`src/rtl/rlc_enc.sv`:
```
// Run-length encoder: 4 elements/input word, 3 (run,level) pairs per 64-bit output word; element k lands k+1 cycles after accept.
// Backpressure: enc_valid & ~dram_ready freezes the whole encoder; bypass mode is a zero-latency wire path.
module rlc_enc (
  input  logic        clk,
  input  logic        rst_n,
  input  logic        enc_bypass_en,
  input  logic        core_valid,
  input  logic        core_last,
  input  logic [63:0] core_data,
  output logic        enc_ready,
  input  logic        dram_ready,
  output logic        enc_valid,
  output logic        enc_last,
  output logic [63:0] enc_data,
  output logic [15:0] enc_word_cnt
);

  typedef enum logic [1:0] {IDLE = 2'd0, SCAN = 2'd1, FLUSH = 2'd2} state_t;

  typedef struct packed {
    logic [4:0]  run;
    logic [15:0] level;
  } pair_t;

  state_t      state_q, state_d;
  logic [1:0]  idx_q, idx_d;
  logic [1:0]  slot_cnt_q, slot_cnt_d;
  logic [4:0]  zcnt_q, zcnt_d;
  pair_t [2:0] slot_q, slot_d, slot_w;
  logic [63:0] hold_data_q, hold_data_d;
  logic        hold_last_q, hold_last_d;
  logic [63:0] out_data_q, out_data_d;
  logic        out_valid_q, out_valid_d;
  logic        out_last_q, out_last_d;
  logic        new_tensor_q, new_tensor_d;
  logic [15:0] word_cnt_q, word_cnt_d;

  logic        stall, out_hs, accept, wr_en, flush_fire;
  pair_t       wr_pair;
  logic [15:0] elem;

  assign stall  = out_valid_q & ~dram_ready;
  assign out_hs = out_valid_q & dram_ready;
  assign elem   = hold_data_q[{idx_q, 4'b0000} +: 16];

  always_comb begin
    if (enc_bypass_en) begin
      enc_ready = dram_ready;
    end else begin
      enc_ready = rst_n & ((state_q == IDLE) |
                  ((state_q == SCAN) & (idx_q == 2'd3) & ~stall & ~hold_last_q));
    end
  end

  assign accept = ~enc_bypass_en & core_valid & enc_ready;

  assign enc_valid    = enc_bypass_en ? core_valid : out_valid_q;
  assign enc_last     = enc_bypass_en ? core_last  : out_last_q;
  assign enc_data     = enc_bypass_en ? core_data  : out_data_q;
  assign enc_word_cnt = word_cnt_q;

  always_comb begin
    state_d      = state_q;
    idx_d        = idx_q;
    zcnt_d       = zcnt_q;
    slot_d       = slot_q;
    slot_cnt_d   = slot_cnt_q;
    hold_data_d  = hold_data_q;
    hold_last_d  = hold_last_q;
    out_data_d   = out_data_q;
    out_valid_d  = out_valid_q & ~dram_ready;
    out_last_d   = out_last_q & ~dram_ready;
    new_tensor_d = new_tensor_q;
    word_cnt_d   = out_hs ? word_cnt_q + 16'd1 : word_cnt_q;
    wr_en        = 1'b0;
    wr_pair      = '0;
    flush_fire   = 1'b0;
    slot_w       = slot_q;

    case (state_q)
      SCAN: begin
        if (!stall) begin
          if (elem != 16'd0) begin
            wr_en         = 1'b1;
            wr_pair.run   = zcnt_q;
            wr_pair.level = elem;
            zcnt_d        = 5'd0;
          end else if (zcnt_q == 5'd31) begin
            // 32nd consecutive zero: a (31,0) pair absorbs the whole run
            wr_en         = 1'b1;
            wr_pair.run   = 5'd31;
            zcnt_d        = 5'd0;
          end else begin
            zcnt_d = zcnt_q + 5'd1;
          end
          if (idx_q == 2'd3) begin
            state_d = hold_last_q ? FLUSH : IDLE;
          end else begin
            idx_d = idx_q + 2'd1;
          end
        end
      end
      FLUSH: begin
        if (!stall) begin
          if (out_last_q) begin
            // final word is handshaking this cycle
            state_d      = IDLE;
            new_tensor_d = 1'b1;
          end else begin
            flush_fire = 1'b1;
            if (zcnt_q != 5'd0) begin
              wr_en       = 1'b1;
              wr_pair.run = zcnt_q;
              zcnt_d      = 5'd0;
            end
          end
        end
      end
      default: ;
    endcase

    if (wr_en) begin
      case (slot_cnt_q)
        2'd0:    slot_w[0] = wr_pair;
        2'd1:    slot_w[1] = wr_pair;
        default: slot_w[2] = wr_pair;
      endcase
    end

    if (flush_fire) begin
      out_data_d  = {slot_w[0], slot_w[1], slot_w[2], 1'b1};
      out_valid_d = 1'b1;
      out_last_d  = 1'b1;
      slot_d      = '0;
      slot_cnt_d  = 2'd0;
    end else if (wr_en) begin
      if (slot_cnt_q == 2'd2) begin
        out_data_d  = {slot_w[0], slot_w[1], slot_w[2], 1'b0};
        out_valid_d = 1'b1;
        out_last_d  = 1'b0;
        slot_d      = '0;
        slot_cnt_d  = 2'd0;
      end else begin
        slot_d     = slot_w;
        slot_cnt_d = slot_cnt_q + 2'd1;
      end
    end

    // accept overrides the idx-3 exit so back-to-back words stay in SCAN
    if (accept) begin
      hold_data_d = core_data;
      hold_last_d = core_last;
      idx_d       = 2'd0;
      state_d     = SCAN;
      if (new_tensor_q) begin
        word_cnt_d   = 16'd0;
        new_tensor_d = 1'b0;
      end
    end
  end

  always_ff @(posedge clk) begin
    if (!rst_n) begin
      state_q      <= IDLE;
      idx_q        <= 2'd0;
      zcnt_q       <= 5'd0;
      slot_q       <= '0;
      slot_cnt_q   <= 2'd0;
      hold_data_q  <= 64'd0;
      hold_last_q  <= 1'b0;
      out_data_q   <= 64'd0;
      out_valid_q  <= 1'b0;
      out_last_q   <= 1'b0;
      new_tensor_q <= 1'b1;
      word_cnt_q   <= 16'd0;
    end else begin
      state_q      <= state_d;
      idx_q        <= idx_d;
      zcnt_q       <= zcnt_d;
      slot_q       <= slot_d;
      slot_cnt_q   <= slot_cnt_d;
      hold_data_q  <= hold_data_d;
      hold_last_q  <= hold_last_d;
      out_data_q   <= out_data_d;
      out_valid_q  <= out_valid_d;
      out_last_q   <= out_last_d;
      new_tensor_q <= new_tensor_d;
      word_cnt_q   <= word_cnt_d;
    end
  end

endmodule

```
`config.mk`:
```
export PLATFORM = sky130hd
export DESIGN_NAME = rlc_enc
export DESIGN_NICKNAME = d
export VERILOG_FILES = /design/src/rtl/rlc_enc.sv
export SDC_FILE = /design/constraint.sdc
export NUM_CORES = 1
export LEC_CHECK = 0
export ABC_AREA = 1
export CORE_ASPECT_RATIO = 0.8
export CORE_MARGIN = 2
export CORE_UTILIZATION = 45
export DETAILED_ROUTE_END_ITERATION = 6
export PLACE_DENSITY = 0.7
export SLEW_MARGIN = 20
export SYNTH_ARGS = -nofsm -noshare
export SYNTH_HDL_FRONTEND = slang
export SYNTH_SLANG_ARGS = --single-unit
export TNS_END_PERCENT = 10
```
`constraint.sdc`:
```
create_clock -name clk -period 2.05 [get_ports clk]
set_input_delay 0.41 -clock clk [delete_from_list [all_inputs] [get_ports clk]]
set_output_delay 0.41 -clock clk [all_outputs]
set_load 0.02 [all_outputs]
```
==> impl_metrics.yaml, run 1 <==
status:
  status: "finished with violations"
  violations: "negative setup slack"
timing:
  period_share_pct: 120
  hold_viol: 0
  finalCriticalPeriod_ns: 2.45
  setup_viol: 131
  grt_setup_unrepaired: "true"
  skew_ns: 0.0219
  fmax_mhz: 408
  worstMarginPinSlew_ns: 0.475
  relSlewSlack_pct: 68.3
  slew_viol_final: 0
  fin_ws_ns: -0.402
synth:
  synth_edf_count: 0
  synth_common_cells: "620 x nand2_1, 222 x dfxtp_1, 206 x o21ai_0"
  yosysMostFrequentCell: "nand2_1"
  synthFlopType: "dfxtp_1"
  synth_area_leaders: "dfxtp_1 40%, nand2_1 21%, o21ai_0 9.2%"
  syn_inst: 1773
  yosys.area.top_type_share_pct: 39.6
  synth-seq-cells: 222
  yosys_warnings: 0
  synth_fp_nets: 1851
  postSynth.asyncResetShare_pct: 0
  synth_cell_types: 33
  syn-mean-instance-area_um2: 6.33
  seq_area_frac_synth_pct: 39.6
  syn_area_mm2: 0.0112
  yosysTopAreaCell: "dfxtp_1"
pwr:
  swShare_pct: 30.5
  powerDensity_mw_per_mm2: 814
  vdd_drop_max_mv: 0.578
  pwr-share-seq_pct: 40.4
  pwr-share-clk_pct: 37.1
  power_mw: 12.1
  p_int_mw: 8.44
  p_leak_nw: 7.36
  combPwrFrac_pct: 22.6
  power.net_switching_mw: 3.71
grt:
  gr-total-overflow: 0
  grt_pass1_vias: 10800
  grt_max_degree: 123
  grt_usage_pct: 27.8
  grt_pass1_wl_mm: 59.1
  antenna_found_initial: 1
min_path:
  min_path_type: "in -> reg"
detailed_routing:
  final_antenna_net_count: 0
  routedWlPerCell_um: 16.5
  drt_iter0_drc: 1412
  drt_pass1_iterations: 6
  drc: 0
  drt-vias-per-instance: 5.19
  wl_mm: 38.4
  vias: 12100
critical_path:
  crit_path_frequent_cell: "nand2_1"
  setup.worst_path.start_class: "register"
  worst-path-max-fanout: 32
  worstPathRequired_ns: 2.45
  endpoint_kind: "register"
  crit_type: "reg -> reg"
  worstPathArrival_ns: 2.85
  cp_num_buf_inv: 4
  slowest_delay_ns: 0.37
  crit_chain: "buf_12 -> nand2_1 -> nand3_2 -> nand2_2 -> nand2_1 -> nor2_1 -> nand2_1 -> nor2_4 -> nand2_2 -> nand2_4 -> nand2_4 -> nand2_4 -> inv_4 -> buf_12 -> buf_4 -> nand2_1 -> nand2_1 -> nor2_1 -> nor2_1"
  crit_family: "simple AND/OR/NAND/NOR gates"
  slowest_stage: "dfxtp_4"
finish:
  nets: 2075
  final_area_mm2: 0.0149
  final_layout_size_suffix_gt1_share_pct: 12.5
  synthToLayoutAreaGrowth_pct: 33.0
  diodes: 0
  utilization_pct: 61.0
placement:
  placed_cell_area_mm2: 0.0139
  dp_hpwl_mm: 27.3
  gp_congestion: 0.991
  portBuffers: 152
  place_ws_ns: -0.438
cts:
  clock_latency_ns: 0.53
  cts_root_buffer: "clkbuf_16"
  cts_hold_buffers: 0
  cts_tree: "built"
  clockBufferDepth: 3
  cts.sinks: 222
  clk_pin_slew_ns: 0.06
  cts_made_buffers: 24
  cts_max_level: 1
die:
  ioPinCount: 153
  die_y_um: 145
  core_area_mm2: 0.0244
  die_x_um: 181
  start_util_pct: 45.9
  fp.dieArea_mm2: 0.0262
  rows: 51
flow_run:
  max-cap-violations: 0
worst paths after layout:
path                     end       startpoint  cells past startpoint  slack, ns
max reg2reg   out_data_q[24]         idx_q[0]                     19      -0.40
min reg2reg  hold_data_q[42]  hold_data_q[42]                      2       0.44
max           out_data_q[24]         idx_q[0]                     19      -0.40
min             new_tensor_q            rst_n                      3       0.38
area by class of cell:
type	count	area [um^2]
well taps	318	398
clock inverters	7	85.1
multi-input cells	1263	5660
clock buffers	37	731
inverters	178	693
repair inverters	1	7.51
flip-flops and latches	222	4450
fillers	2314	9520
repair buffers	307	2890
power by group through the flow:
stage / combinational [mW] / clock (mW) / sequential (mW)
after detailed placement: 2.65 / 0 / 4.97
final: 2.74 / 4.50 / 4.90
after floorplan: 1.47 / 0 / 4.86
after CTS: 2.65 / 4.53 / 4.88
after global placement: 2.64 / 0 / 4.96
after global routing: 2.97 / 4.73 / 4.92
layer usage:
layer | part of all wire (%) | global-route usage (%)
met1 | 46 | 41.3
met2 | 42 | 40.5
met3 | 9.8 | 7.61
met4 | 1.5 | 4.92
met5 | 0 | 0
cell usage in the layout (no fill, tap or decap), types with 7 or more instances in the layout:
cell type,count
o21ai_0,199
nand4_1,7
nand3_2,8
nor2_1,152
dlygate4sd2_1,50
clkbuf_16,26
clkdlybuf4s50_1,82
nand2_1,607
nand2_2,14
dlymetal6s2s_1,17
nand3_1,96
buf_4,135
a21oi_1,104
dfxtp_1,218
buf_12,17
o21ai_1,29
inv_1,168
xor2_1,10
sequential cells by signal (all words and copies together) (netlist names), 2 cells and up:
| register | flops |
|---|---|
| slot_q | 63 |
| state_q | 2 |
| enc_word_cnt | 16 |
| out_data_q | 64 |
| hold_data_q | 64 |
| zcnt_q | 5 |
| slot_cnt_q | 2 |
| idx_q | 2 |
tightest hold or removal path, stage by stage:
cell and delay [ns]:
buf_2 0.13, buf_12 0.22, nand2_1 0.12
repair_timing:
item	CTS	global route
setup endpoints to repair	194	154
setup buffers	8	4
pin swaps	10	10
gates resized for setup	82	40
gates cloned	1	1
logic make-up (layout without fill, tap and decap cells):
group,count (synthesis),count (layout),synth area share (%)
AOI/OAI and AO/OA,338,338,15.2
xor gates and xnor gates,14,14,1.09
adders and majority gates,8,8,0.892
buffers and inverters,288,530,11.1
DFF,222,222,39.6
and+or+nand+nor,903,903,32.1
through the flow:
step	TNS [ns]	hold slack [ns]	std cells
floorplan	-6.08	0.424	1773
global placement	-43.52	0.432	2275
detailed placement	-50.22	0.437	2275
CTS	-33.54	0.405	2328
global route	-59.28	0.415	2333
finish	-40.39	0.382	2333
Note: power is estimated with default switching activity, not from simulation.
==> inputs of run 2 (changes only) <==
--- a/config.mk
+++ b/config.mk
@@ -9,9 +9,10 @@
 export CORE_ASPECT_RATIO = 0.8
 export CORE_MARGIN = 2
 export CORE_UTILIZATION = 45
+export CTS_CLUSTER_DIAMETER = 200
 export DETAILED_ROUTE_END_ITERATION = 6
 export PLACE_DENSITY = 0.7
-export SLEW_MARGIN = 20
+export SLEW_MARGIN = 10
 export SYNTH_ARGS = -nofsm -noshare
 export SYNTH_HDL_FRONTEND = slang
 export SYNTH_SLANG_ARGS = --single-unit
==> results of run 2 <==
Final layout, timing and power as in run 1 (identical DEF).
